===== src/rtl/ppm_rx_frame_ctrl_if.sv =====
//============================================================================
// Module      : ppm_rx_frame_ctrl_if
// Description : Byte stream (valid/ready) between the PPM frame sequencer
//               and the downstream byte consumer.
// Revision    : 1.0 - initial release
//============================================================================
`default_nettype none

interface ppm_rx_frame_ctrl_if;
    logic [7:0] byte_data;
    logic       byte_valid;
    logic       byte_ready;

    modport master (
        output byte_data,
        output byte_valid,
        input  byte_ready
    );

    modport slave (
        input  byte_data,
        input  byte_valid,
        output byte_ready
    );
endinterface

`default_nettype wire


===== src/rtl/ppm_rx_frame_ctrl.sv =====
//============================================================================
// Module      : ppm_rx_frame_ctrl
// Description : Frame sequencer for the 1-of-4 PPM receiver: SOF/EOF framing,
//               symbol-to-byte packing, 2-entry byte FIFO, done/error report.
// Revision    : 1.0 - initial release
//============================================================================
`default_nettype none

module ppm_rx_frame_ctrl #(
    parameter int MAX_BYTES = 32,
    parameter int TIMEOUT   = 64,
    parameter int CNT_W     = 6
) (
    input  wire logic             clk16,
    input  wire logic             rst_n,
    input  wire logic             rx_en,
    input  wire logic             sof_det,
    input  wire logic             sym_valid,
    input  wire logic [1:0]       sym_data,
    input  wire logic             eof_rcv,
    output logic                  dec_en,
    output logic                  dec_clr,
    output logic                  frame_done,
    output logic                  frame_err,
    output logic [1:0]            err_code,
    output logic [CNT_W-1:0]      byte_cnt,
    output logic                  busy,
    ppm_rx_frame_ctrl_if.master   byte_if
);

    localparam int               TMR_W       = $clog2(TIMEOUT);
    localparam logic [CNT_W-1:0] c_max_bytes = CNT_W'(MAX_BYTES);
    localparam logic [TMR_W-1:0] c_tmo_last  = TMR_W'(TIMEOUT - 1);

    typedef enum logic [2:0] {
        S_IDLE  = 3'd0,
        S_HUNT  = 3'd1,
        S_RX    = 3'd2,
        S_DRAIN = 3'd3,
        S_ABORT = 3'd4
    } state_t;

    state_t           r_state;
    logic [1:0]       r_sym_idx;
    logic [5:0]       r_shreg;
    logic [TMR_W-1:0] r_timer;
    logic [7:0]       r_mem [2];
    logic             r_wr;
    logic             r_rd;
    logic [1:0]       r_count;

    logic             w_sym;
    logic [1:0]       w_idx_nxt;
    logic [1:0]       w_idx_after;
    logic             w_push_req;
    logic             w_pop;
    logic             w_ovf;
    logic             w_push;
    logic [7:0]       w_push_byte;
    logic [CNT_W-1:0] w_cnt_after;
    logic             w_eof;
    logic             w_eof_ok;
    logic             w_tmo;
    logic             w_abort;
    logic             w_flush;

    assign w_sym       = (r_state == S_RX) && sym_valid;
    assign w_idx_nxt   = r_sym_idx + 2'd1;
    assign w_idx_after = w_sym ? w_idx_nxt : r_sym_idx;
    assign w_push_req  = w_sym && (r_sym_idx == 2'd3);
    assign w_pop       = (r_count != 2'd0) && byte_if.byte_ready;
    // A full FIFO only accepts the push when the head leaves in the same cycle
    assign w_ovf       = w_push_req &&
                         (((r_count == 2'd2) && !w_pop) || (byte_cnt == c_max_bytes));
    assign w_push      = w_push_req && !w_ovf && rx_en;
    assign w_push_byte = {sym_data, r_shreg};
    assign w_cnt_after = byte_cnt + CNT_W'(w_push);
    assign w_eof       = (r_state == S_RX) && eof_rcv;
    assign w_eof_ok    = (w_idx_after == 2'd0) && (w_cnt_after != '0);
    assign w_tmo       = (r_state == S_RX) && !sym_valid && !eof_rcv && (r_timer == c_tmo_last);
    assign w_abort     = rx_en && (w_ovf || (w_eof && !w_eof_ok) || w_tmo);
    assign w_flush     = !rx_en || (r_state == S_ABORT) || w_abort;

    assign byte_if.byte_valid = (r_count != 2'd0);
    assign byte_if.byte_data  = r_mem[r_rd];

    always_ff @(posedge clk16 or negedge rst_n) begin
        if (!rst_n) begin
            r_mem[0] <= '0;
            r_mem[1] <= '0;
            r_wr     <= 1'b0;
            r_rd     <= 1'b0;
            r_count  <= 2'd0;
        end else if (w_flush) begin
            r_wr     <= 1'b0;
            r_rd     <= 1'b0;
            r_count  <= 2'd0;
        end else begin
            if (w_push) begin
                r_mem[r_wr] <= w_push_byte;
                r_wr        <= ~r_wr;
            end
            if (w_pop) begin
                r_rd <= ~r_rd;
            end
            r_count <= r_count + {1'b0, w_push} - {1'b0, w_pop};
        end
    end

    always_ff @(posedge clk16 or negedge rst_n) begin
        if (!rst_n) begin
            r_state    <= S_IDLE;
            r_sym_idx  <= 2'd0;
            r_shreg    <= '0;
            r_timer    <= '0;
            dec_en     <= 1'b0;
            dec_clr    <= 1'b0;
            frame_done <= 1'b0;
            frame_err  <= 1'b0;
            err_code   <= 2'd0;
            byte_cnt   <= '0;
            busy       <= 1'b0;
        end else begin
            dec_clr    <= 1'b0;
            frame_done <= 1'b0;
            frame_err  <= 1'b0;
            if (!rx_en) begin
                r_state <= S_IDLE;
                dec_en  <= 1'b0;
                busy    <= 1'b0;
            end else begin
                case (r_state)
                    S_IDLE: r_state <= S_HUNT;
                    S_HUNT: begin
                        if (sof_det) begin
                            r_state   <= S_RX;
                            dec_en    <= 1'b1;
                            dec_clr   <= 1'b1;
                            busy      <= 1'b1;
                            byte_cnt  <= '0;
                            err_code  <= 2'd0;
                            r_sym_idx <= 2'd0;
                            r_timer   <= '0;
                        end
                    end
                    S_RX: begin
                        if (w_sym) begin
                            case (r_sym_idx)
                                2'd0:    r_shreg[1:0] <= sym_data;
                                2'd1:    r_shreg[3:2] <= sym_data;
                                2'd2:    r_shreg[5:4] <= sym_data;
                                default: ;
                            endcase
                            r_sym_idx <= w_idx_nxt;
                        end
                        if (w_push) begin
                            byte_cnt <= w_cnt_after;
                        end
                        r_timer <= (sym_valid || eof_rcv) ? '0 : r_timer + 1'b1;
                        if (w_abort) begin
                            r_state   <= S_ABORT;
                            dec_en    <= 1'b0;
                            busy      <= 1'b0;
                            frame_err <= 1'b1;
                            err_code  <= w_ovf ? 2'd3 : (w_tmo ? 2'd2 : 2'd1);
                        end else if (w_eof) begin
                            r_state <= S_DRAIN;
                            dec_en  <= 1'b0;
                        end
                    end
                    S_DRAIN: begin
                        if (r_count == 2'd0) begin
                            r_state    <= S_HUNT;
                            busy       <= 1'b0;
                            frame_done <= 1'b1;
                        end
                    end
                    S_ABORT: r_state <= S_HUNT;
                    default: r_state <= S_IDLE;
                endcase
            end
        end
    end

endmodule

`default_nettype wire


===== src/flat_wrapper.sv =====
// flat-port wrapper written by rule: the top's interface ports become plain ports
module ppm_rx_frame_ctrl_flat 
#(
    parameter int MAX_BYTES = 32,
    parameter int TIMEOUT   = 64,
    parameter int CNT_W     = 6
)
  (clk16, rst_n, rx_en, sof_det, sym_valid, sym_data, eof_rcv, dec_en, dec_clr, frame_done, frame_err, err_code, byte_cnt, busy, byte_if_byte_data, byte_if_byte_valid, byte_if_byte_ready);
  ppm_rx_frame_ctrl_if byte_if_i ();
  input  wire logic clk16;
  input  wire logic rst_n;
  input  wire logic rx_en;
  input  wire logic sof_det;
  input  wire logic sym_valid;
  input  wire logic [1:0] sym_data;
  input  wire logic eof_rcv;
  output logic dec_en;
  output logic dec_clr;
  output logic frame_done;
  output logic frame_err;
  output logic [1:0] err_code;
  output logic [CNT_W-1:0] byte_cnt;
  output logic busy;
  output wire logic [$bits(byte_if_i.byte_data)-1:0] byte_if_byte_data;
  output wire logic [$bits(byte_if_i.byte_valid)-1:0] byte_if_byte_valid;
  input wire logic [$bits(byte_if_i.byte_ready)-1:0] byte_if_byte_ready;
  assign byte_if_byte_data = byte_if_i.byte_data;
  assign byte_if_byte_valid = byte_if_i.byte_valid;
  assign byte_if_i.byte_ready = byte_if_byte_ready;
  ppm_rx_frame_ctrl #(.MAX_BYTES(MAX_BYTES), .TIMEOUT(TIMEOUT), .CNT_W(CNT_W)) u_core (.clk16(clk16), .rst_n(rst_n), .rx_en(rx_en), .sof_det(sof_det), .sym_valid(sym_valid), .sym_data(sym_data), .eof_rcv(eof_rcv), .dec_en(dec_en), .dec_clr(dec_clr), .frame_done(frame_done), .frame_err(frame_err), .err_code(err_code), .byte_cnt(byte_cnt), .busy(busy), .byte_if(byte_if_i));
endmodule

===== config.mk =====
export PLATFORM = sky130hd
export DESIGN_NAME = ppm_rx_frame_ctrl_flat
export DESIGN_NICKNAME = d
export VERILOG_FILES = /design/src/rtl/ppm_rx_frame_ctrl_if.sv /design/src/rtl/ppm_rx_frame_ctrl.sv /design/src/flat_wrapper.sv
export SDC_FILE = /design/constraint.sdc
export NUM_CORES = 1
export LEC_CHECK = 0
export ABC_AREA = 1
export ABC_CLOCK_PERIOD_IN_PS = 3400
export CORE_MARGIN = 5
export CORE_UTILIZATION = 58
export CTS_BUF_LIST = sky130_fd_sc_hd__clkbuf_8
export CTS_CLUSTER_SIZE = 25
export DETAILED_ROUTE_END_ITERATION = 8
export GPL_ROUTABILITY_DRIVEN = 0
export PLACE_DENSITY = 0.85
export SETUP_SLACK_MARGIN = 0.2
export SYNTH_ARGS = -nofsm -noshare
export SYNTH_HDL_FRONTEND = slang
export SYNTH_SLANG_ARGS = --single-unit

===== constraint.sdc =====
create_clock -name clk16 -period 3.4 [get_ports clk16]
set_input_delay 0.68 -clock clk16 [delete_from_list [all_inputs] [get_ports clk16]]
set_output_delay 0.68 -clock clk16 [all_outputs]
set_load 0.05 [all_outputs]

==> results.md <==
* Status: completed
* Clock buffer depth at 2
* Wire per inst at 12.9 um
* Clk Latency, worst-skew pair at ~0.30 ns
* PortBufs at 30
* Compound-gate portion of the synthesized area at a little under an eighth
* Routed Antenna Nets at 0
* Critical-path top delay cell: clkdlybuf4s50_1
* Proportion of layout cells with a drive suffix above 1 at under 10%
* Pre-CTS setup slack at just over 0.09 ns
* Mapped Cells at 325
* DRT Pass-1 Iters at 4
* Core Area at between 0.004 and 0.005 sq mm
* Final Cycle Share at 87.9%
* Initial antenna violation count at 0
* Maximum fanout along the worst path at 9
* Max capacitance violation total at 0
* Cts bufs inserted at 5
* # clock sinks at 50
* Top Ports at 31
* Drt initial violations at ~120
* Reg clk slew, reported paths at 0.09 ns
* Post-synthesis xor/xnor area fraction at ~1.4%
* DIE HEIGHT at roughly 77 um
* Die X at approximately 77 um
* PnR worst setup slack at between 0.4 and 0.5 ns
* Leak at ~1.5 nW
* Relative slew slack at a little over a quarter
* Slew @ Worst Pin at 1.10 ns
* Final Hold Fails at 0
* Achievable Freq at approximately 0.33 GHz
* Layout Cell Area excl Fill at 0.00308 sq mm
* Crit Path Class: input pin to flop
* Mean area per synthesized cell at 7.98 sq um
* Placed cell area at 0.00295 sq mm
* Post-synthesis sequential area ratio at 48.2%
* Cell breakdown of the critical path: clkdlybuf4s50_1, nand3_2, nor2_2, nand2_1, nor2_2, ha_2, ha_1, inv_1, o21ai_1, nand2_1, nand3_1, nand2_1, nand2_2, nand4_2, buf_6, o21ai_0, nand2_1
* First-pass GRT wire length at roughly 9500 um
* CP max stage delay at 0.51 ns
* Synthesized cell area at about 0.0026 sq mm
* Layout area overhead at 18.8%
* Most common library cell in the layout ignoring fill and taps: nand2_1
* Via-to-Cell Ratio at 5.44
* Most frequent cells in the layout: 84 x nand2_1, 50 x dfrtp_1, 46 x inv_1
* Grt ovf at 0
* Worst VDD drop at roughly 0.00047 V
* Setup crit start kind: input pin
* # fillers at between 300 and 400
* GRT Overall Usage at around a fifth
* Worst Hold Class: flop to flop
* RSZ-0062 raised after global routing: false
* Hold buffers post-CTS at 0
* CP endpoint kind: flop
* DP HPWL at 3910 um
* Final Net Count at between 300 and 400
* Die Area at 0.00591 sq mm
* Syn Nets at roughly 340
* Adder-cell share of the synthesized area at ~4.3%
* Synth warnings at 0
* Setup Viol. Count Final at 0
* Root Buffer: clkbuf_8
* CP most frequent cell: nand2_1
* Clk_skew at 0.0116 ns
* Register bit count reported by yosys at 50
* Power density over the cells at just over 700 mW/mm^2
* Setup TNS at 0 ns
* FP Rows at 24
* Vias at ~2200
* Routed WL at roughly 5300 um
* CTS tree: yes
* Post-synthesis mux area share at 0%
* Ant. Diodes at 0
* Number of global-route vias before repair at between 2000 and 2500
* Simple-gate share of the synthesized area at a little over a quarter
* CP Data Arrival Time at 3.18 ns
* Initial core utilization at 59.6%
* Largest family of logic cells by synthesized area: simple AND/OR/NAND/NOR gates
* Largest net degree at the start of global routing at 51
* Critical Path RT at 3.59 ns
* DRC at 0
* Minimum clock period at about 3 ns
* H-tree lvl count at 2
* Max-slew violations at 0
* Count of cell types in the netlist at 28
sequential cells by signal (all words and copies together), names as in the netlist:
signal	cells
u_core.frame_err	1
u_core.r_shreg	6
u_core.err_code	2
u_core.r_rd	1
u_core.r_count	2
u_core.byte_cnt	6
u_core.dec_clr	1
u_core.r_state	3
u_core.r_timer	6
u_core.r_wr	1
u_core.r_sym_idx	2
u_core.busy	1
u_core.frame_done	1
u_core.dec_en	1
u_core.r_mem	16
final timing paths:
path                       slack [ns]  depth (start not counted)         startpoint            endpoint
setup / recovery                 0.41                         17          sym_valid     u_core.r_mem[0]
hold / removal                   0.49                          2        u_core.busy         u_core.busy
setup reg to reg                 0.73                         17  u_core.r_state[2]     u_core.r_mem[0]
hold reg to reg                  0.49                          2        u_core.busy         u_core.busy
max in group asynchronous        2.15                          1              rst_n     u_core.r_mem[1]
min in group asynchronous        0.58                          1              rst_n  u_core.byte_cnt[1]
power by group:
group | switching, mW | internal, mW | leakage [nW] | total, mW
Combinational | 0.628 | 0.303 | 0.847 | 0.931
Clock | 0.193 | 0.216 | 0.0542 | 0.410
Sequential | 0.138 | 0.717 | 0.647 | 0.856
cell usage after synthesis:
cell type	count	share of area (%)
nand4_2	1	0.48
nand3_2	1	0.39
nand2_1	84	12
nand3_1	22	4.2
o21bai_1	1	0.29
nor2_1	21	3.0
clkbuf_1	2	0.29
inv_1	46	6.7
buf_4	1	0.29
nor2_8	1	0.77
xor2_1	2	0.68
o21ai_1	10	1.9
nor2_2	2	0.48
o21ai_0	37	7.1
xnor2_1	2	0.68
buf_2	2	0.39
nand3b_1	1	0.29
dfrtp_1	50	48
a21oi_1	8	1.5
ha_1	9	4.3
nor3_2	1	0.39
o22ai_1	2	0.48
nand2_2	4	0.96
buf_6	1	0.43
nor2_4	2	0.87
nand4_1	6	1.4
inv_2	1	0.14
nor3_1	5	0.96
critical path: cells and delay by family:
family / cells / cell delay (ns)
simple gates: 10 / 0.96
buf+inv: 3 / 0.77
fa+ha+maj: 2 / 0.40
compound gates: 2 / 0.35
metal layers:
metal	GRT usage (%)	part of all wire, %
met3	4.33	5.5
met2	31.7	49
met4	6.82	1.0
met5	0	0
met1	24.6	45
metrics by stage:
stage | utilization [%] | hold slack, ns | power [mW] | instances
2_1_floorplan | - | 0.384 | 1.50 | 325
3_3_place_gp | 67.7 | 0.457 | 1.77 | 405
3_5_place_dp | 67.7 | 0.463 | 1.79 | 405
4_1_cts | 70.2 | 0.490 | 2.20 | 412
5_1_grt | 70.8 | 0.548 | 2.35 | 413
6_report | 70.8 | 0.488 | 2.20 | 413
cells by family after synthesis:
logic type	count (synthesis)
XOR/XNOR	4
buffers and inverters	53
flip-flops	50
AND/OR/NAND/NOR	151
adder cells (fa/ha/maj)	9
AO/OA/AOI/OAI	58
final cells by class:
class / instances / area [sq um] / share of cell area [%]
clock inverters: 2 / 38.8 / 1.26
repair buffers: 35 / 349 / 11.3
inverters: 47 / 176 / 5.72
multi-input cells: 222 / 1130 / 36.7
well taps: 52 / 65.1 / 2.11
flip-flops and latches: 50 / 1250 / 40.6
clock buffers: 5 / 68.8 / 2.23
repair_timing:
item,CTS,global route
buffers inserted,0,1
resized for setup,0,2
setup endpoints to repair,0,16
Power figures use the tool's default switching activity.
